===== config.mk =====
export PLATFORM = sky130hd
export DESIGN_NAME = fifo_pack_ctrl
export DESIGN_NICKNAME = d
export VERILOG_FILES = /design/src/rtl/fifo_pack_pkg.sv /design/src/rtl/fifo_pack_mem.sv /design/src/rtl/fifo_pack_ctrl.sv
export SDC_FILE = /design/constraint.sdc
export NUM_CORES = 1
export LEC_CHECK = 0
export BUFFER_PORTS_ARGS = -buffer_cell sky130_fd_sc_hd__buf_2
export CORE_MARGIN = 4
export CORE_UTILIZATION = 63
export DETAILED_ROUTE_END_ITERATION = 7
export GPL_TIMING_DRIVEN = 0
export PLACE_DENSITY = 0.85
export SYNTH_ARGS = -nofsm -noshare
export SYNTH_HDL_FRONTEND = slang
export SYNTH_SLANG_ARGS = --single-unit

===== constraint.sdc =====
create_clock -name clk -period 7 [get_ports clk]
set_input_delay 1.05 -clock clk [delete_from_list [all_inputs] [get_ports clk]]
set_output_delay 1.05 -clock clk [all_outputs]
set_load 0.005 [all_outputs]

===== src/rtl/fifo_pack_pkg.sv =====
// Shared widths, flag positions and entry type for the word-packing FIFO.
// Each entry holds four 16-bit lanes plus the partial and last flags.
package fifo_pack_pkg;

   localparam int LANE_W      = 16;
   localparam int LANES       = 4;
   localparam int LAST_BIT    = 64;
   localparam int PARTIAL_BIT = 65;
   localparam int ENTRY_W     = LANES * LANE_W + 2;

   typedef logic [ENTRY_W-1:0] entry_t;

   typedef enum logic {
      WR_LANE  = 1'b0,
      WR_ENTRY = 1'b1
   } wr_mode_e;

endpackage


===== src/rtl/fifo_pack_mem.sv =====
// Entry storage for the packing FIFO.
// Supports whole-entry or single-lane writes, and has a combinational read port.
module fifo_pack_mem
   import fifo_pack_pkg::*;
#(
   parameter int fifoDepthLog2 = 1
) (
   input  logic                     clk,
   input  logic                     i_we,
   input  wr_mode_e                 i_mode,
   input  logic                     i_flagWe,
   input  logic [1:0]               i_laneSel,
   input  logic [fifoDepthLog2-1:0] i_wrIdx,
   input  entry_t                   i_wrData,
   input  logic [fifoDepthLog2-1:0] i_rdIdx,
   output entry_t                   o_rdData
);

   entry_t r_mem [1<<fifoDepthLog2];

   // Storage is deliberately left without a reset.
   // The controller's whole-entry write on word 0 hides any stale contents.
   always_ff @(posedge clk) begin
      if (i_we) begin
         if (i_mode == WR_ENTRY) begin
            r_mem[i_wrIdx] <= i_wrData;
         end else begin
            r_mem[i_wrIdx][{i_laneSel, 4'b0000} +: LANE_W] <= i_wrData[{i_laneSel, 4'b0000} +: LANE_W];
            if (i_flagWe) begin
               r_mem[i_wrIdx][PARTIAL_BIT:LAST_BIT] <= i_wrData[PARTIAL_BIT:LAST_BIT];
            end
         end
      end
   end

   assign o_rdData = r_mem[i_rdIdx];

endmodule


===== src/rtl/fifo_pack_ctrl.sv =====
// Packs 16-bit words into 66-bit entries and manages the write, read and word pointers.
// Completed entries are presented on a registered valid/ready output port.
module fifo_pack_ctrl
   import fifo_pack_pkg::*;
#(
   parameter int fifoDepthLog2 = 1
) (
   input  logic                   clk,
   input  logic                   rst_n,
   input  logic                   flush,
   input  logic                   in_valid,
   output logic                   in_ready,
   input  logic [LANE_W-1:0]      in_data,
   input  logic                   in_last,
   output logic                   out_valid,
   input  logic                   out_ready,
   output logic [ENTRY_W-1:0]     out_data,
   output logic [fifoDepthLog2:0] level
);

   logic [fifoDepthLog2:0] r_wrPtr;
   logic [fifoDepthLog2:0] r_rdPtr;
   logic [1:0]             r_wordPtr;
   logic                   r_outValid;
   entry_t                 r_outData;

   logic                   w_full;
   logic                   w_empty;
   logic                   w_accept;
   logic                   w_closing;
   logic                   w_load;
   logic [1:0]             w_flags;
   wr_mode_e               w_mode;
   entry_t                 w_wrData;
   entry_t                 w_rdData;

   assign w_empty   = (r_wrPtr == r_rdPtr);
   assign w_full    = (r_wrPtr[fifoDepthLog2-1:0] == r_rdPtr[fifoDepthLog2-1:0]) &&
                      (r_wrPtr[fifoDepthLog2] != r_rdPtr[fifoDepthLog2]);
   assign in_ready  = !w_full && !flush;
   assign w_accept  = in_valid && in_ready;
   assign w_closing = (r_wordPtr == 2'd3) || in_last;
   assign w_load    = !w_empty && (!r_outValid || out_ready);

   // The first word places itself in the top lane and zeroes everything else.
   // That write is what clears stale lanes left in a reused slot.
   always_comb begin
      w_flags  = w_closing ? {(r_wordPtr != 2'd3), in_last} : 2'b00;
      w_mode   = (r_wordPtr == 2'd0) ? WR_ENTRY : WR_LANE;
      w_wrData = {w_flags, {LANES{in_data}}};
      if (w_mode == WR_ENTRY) begin
         w_wrData = {w_flags, in_data, {((LANES-1)*LANE_W){1'b0}}};
      end
   end

   fifo_pack_mem #(
      .fifoDepthLog2 (fifoDepthLog2)
   ) u_mem (
      .clk       (clk),
      .i_we      (w_accept),
      .i_mode    (w_mode),
      .i_flagWe  (w_closing),
      .i_laneSel (~r_wordPtr),
      .i_wrIdx   (r_wrPtr[fifoDepthLog2-1:0]),
      .i_wrData  (w_wrData),
      .i_rdIdx   (r_rdPtr[fifoDepthLog2-1:0]),
      .o_rdData  (w_rdData)
   );

   // The load decision looks at storage before this cycle's commit.
   // That lets a commit and a load happen together with no bubble.
   always_ff @(posedge clk or negedge rst_n) begin
      if (!rst_n) begin
         r_wrPtr    <= '0;
         r_rdPtr    <= '0;
         r_wordPtr  <= '0;
         r_outValid <= 1'b0;
         r_outData  <= '0;
      end else if (flush) begin
         r_wrPtr    <= '0;
         r_rdPtr    <= '0;
         r_wordPtr  <= '0;
         r_outValid <= 1'b0;
         r_outData  <= '0;
      end else begin
         if (w_accept) begin
            if (w_closing) begin
               r_wrPtr   <= r_wrPtr + 1'b1;
               r_wordPtr <= 2'd0;
            end else begin
               r_wordPtr <= r_wordPtr + 2'd1;
            end
         end
         if (w_load) begin
            r_outData  <= w_rdData;
            r_outValid <= 1'b1;
            r_rdPtr    <= r_rdPtr + 1'b1;
         end else if (out_ready) begin
            r_outValid <= 1'b0;
         end
      end
   end

   assign out_valid = r_outValid;
   assign out_data  = r_outData;
   assign level     = r_wrPtr - r_rdPtr;

endmodule

==> results by group <==
Run status
  – Status: finished clean

Power
  – Sequential Power Share: 0.416
  – Maximum vdd drop: 0.2386 mV
  – P_leak: 4.623 nW
  – Sw Pwr: 0.001206 W
  – Power per cell area: 369.5 nW/um^2
  – Switching Share: 0.3173
  – Combinational share of power: 0.302
  – Design internal power: 0.002596 W
  – Clock Power Share: 0.282

Die
  – Die area: 16040 um^2
  – Die height: about 130 um
  – # rows: 43
  – Initial Utilization: 0.6412
  – Horiz. Die Dim: 126.6 um
  – Placeable Area: ~14000 um^2
  – Io pins: 92

Timing
  – Maximum clock frequency: 271.4 MHz
  – Setup TNS: 0 ps
  – Hold Vio Cnt, Final: 0
  – Final Slew Violations: 0
  – Final setup violation count: 0
  – Slew HR: 0.3795
  – Worst Tran Pin Value: approximately 930 ps
  – Min Clock Period, post-route: 3685 ps
  – Period utilization: 0.5264
  – Layout Skew: 27.08 ps
  – RSZ-0062 raised after global routing: no

Layout
  – Most frequent cells in the layout: edfxtp_1, buf_2, dfrtp_1, mux2i_1, o211ai_1
  – Finished Cell Area: 10290 um^2
  – Final #Nets: 762
  – Commonest non-fill, non-tap cell in the layout: edfxtp_1
  – Area Overhead vs Synth: 16.05%
  – Share of cells above drive strength 1: 0.2233
  – Fillers: 841
  – Final std cells w/o fill: 929

Yosys
  – Gate Count Post-Synth: between 600 and 700
  – Synth warn: 0
  – Top post-synthesis cells by area: edfxtp_1, dfrtp_1, mux2i_1
  – Post-synthesis sequential area ratio: 0.6531
  – Area fraction of the dominant cell type after synthesis: 0.4471
  – Yosys top cell by area: edfxtp_1
  – Post-synthesis instance area: between 8000 and 9000 um^2
  – Synth cell types: 37
  – Syn_nets: ~640
  – Yosys reg bits: 205
  – Syn Area/Cell: 14.42 um^2

GRT
  – Initial antenna violation count: 1
  – Wire length of the first global-routing pass: 32.73 mm
  – Largest net degree at the start of global routing: 74
  – GRT Residual Overflow: 0
  – Vias in the first global route: 6127
  – Total track usage: 0.2599

Place
  – Dpl cells: 890
  – DP Wirelength: 14.04 mm
  – Cell Area, Placed: 9614 um^2
  – Routability Congestion: roughly 0.9
  – IO buf count: between 90 and 100

Worst setup path
  – Worst EP arrival: ~2600 ps
  – CP Launch Type: flip-flop
  – Reg-to-Reg Start: r_wrPtr[0]
  – Critical Path End Type: primary output
  – Critical path fanouts, max: 10
  – Critical Path RT: 5950 ps
  – Worst R2R Setup Slack: 3370 ps
  – Worst Setup Path Type: reg -> out
  – Reg2reg end: u_mem.r_mem[1][62]
  – Worst Reg2Reg Path Length in Cells: 8

Detailed routing
  – Avg WL per Cell: about 23 um
  – Final wirelength: 20.98 mm
  – Routed Antenna Nets: 0
  – Vias per cell: 6.403
  – DRT iter0 DRCs: 530
  – Vias: 5948
  – Drt drc: 0
  – Drt pass-1 iters: 5

Clock tree
  – Cts-stage hold buffer count: 0
  – Clock transition at the registers of the reported paths: 60 ps
  – CTS sink count: 205
  – Post-CTS Resized: 0
  – Post-CTS Setup Inserts: 0
  – H-tree depth: 1
  – TritonCTS clock tree: done
  – TritonCTS buffer count: 21
  – Max Root-Sink Buffers: 3
  – Clock Latency Late Sink: ~510 ps
  – Root Driver: clkbuf_16

Min path
  – Hold Crit Class: reg -> reg
  – End of the worst hold path: out_data[27]
  – Worst hold start: out_data[27]
  – Worst hold stages: 1

Job
  – # Max-Cap Violations: 0
logic make-up after synthesis:
logic type	share of synthesized area
XOR/XNOR	0.004658
buffers and inverters	0.03542
multiplexers	0.08044
adder cells (fa/ha/maj)	0.009878
AO/OA/AOI/OAI	0.1870
AND/OR/NAND/NOR	0.02949
flip-flops	0.6531
flip-flops by register name, indices dropped and copies added, names as in the netlist:
name / cells
r_rdPtr: 2
out_data: 66
r_wordPtr: 2
u_mem.r_mem: 132
r_wrPtr: 2
out_valid: 1
Yosys cell counts (all sizes together):
cell type / count
a211oi: 1
a21boi: 17
a21oi: 50
a31oi: 1
a32o: 1
a41o: 1
buf: 24
clkbuf: 35
dfrtp: 73
edfxtp: 132
ha: 7
inv: 8
mux2: 2
mux2i: 69
nand2: 3
nand2b: 18
nor2: 14
nor2b: 4
nor3: 6
nor3b: 2
nor4: 1
o211a: 66
o211ai: 68
o21a: 2
o21ai: 1
o221ai: 1
o31a: 1
o41ai: 3
or3b: 1
xnor2: 2
xor2: 1
power groups by stage:
stage	clock, W	combinational [W]	sequential, W
final	0.00107	0.00115	0.00158
after CTS	0.00108	0.00114	0.00158
after floorplan	0	0.000730	0.00161
after detailed placement	0	0.00113	0.00160
after global routing	0.00112	0.00124	0.00160
after global placement	0	0.00108	0.00159
per-stage QoR:
step / total power [W] / util / hold WS (ps) / setup WS (ps)
final: 0.003802 / 0.7441 / 514.0 / 3315
after global routing: 0.003963 / 0.7439 / 536.8 / 3177
after CTS: 0.003804 / 0.7432 / 520.8 / 3149
after detailed placement: 0.002733 / 0.6953 / 507.5 / 3185
after global placement: 0.002670 / 0.6904 / 501.1 / 3254
after floorplan: 0.002337 / - / 518.0 / 3978
layer usage:
metal | GRT usage | wire length, um | vias to the layer above
met2 | 0.4284 | 10100 | 316
li1 | - | - | 2633
met3 | 0.06232 | 1930 | 81
met4 | 0.1117 | 1036 | 2
met5 | 0 | 13 | -
met1 | 0.3324 | 7897 | 2916
worst max-delay path, stage by stage (launching register included):
cell and delay (ps):
dfrtp_1 330, clkbuf_1 450, inv_1 100, ha_1 280
buf_2 180, inv_2 230, clkbuf_1 370, buf_2 190
cell type report:
class	instances	area [um^2]	area share
clock buffers	28	581.8	0.05655
inverters	8	30.03	0.002919
clock inverters	10	80.08	0.007783
repair buffers	95	503.0	0.04889
well taps	180	225.2	0.02189
diodes	1	2.502	0.0002432
flip-flops and latches	205	5791	0.5628
multi-input cells	343	2791	0.2713
plain buffers	59	284.0	0.02761
how the worst max path moves through the flow:
stage	start	to
2_1_floorplan	in_valid	u_mem.r_mem[0][0]
3_3_place_gp	in_valid	u_mem.r_mem[0][2]
3_5_place_dp	r_wrPtr[0]	u_mem.r_mem[1][8]
4_1_cts	r_wrPtr[0]	u_mem.r_mem[1][22]
5_1_grt	r_wrPtr[0]	u_mem.r_mem[1][29]
6_report	r_wrPtr[0]	level[0]
No activity file was read; power rests on OpenSTA's default activity.
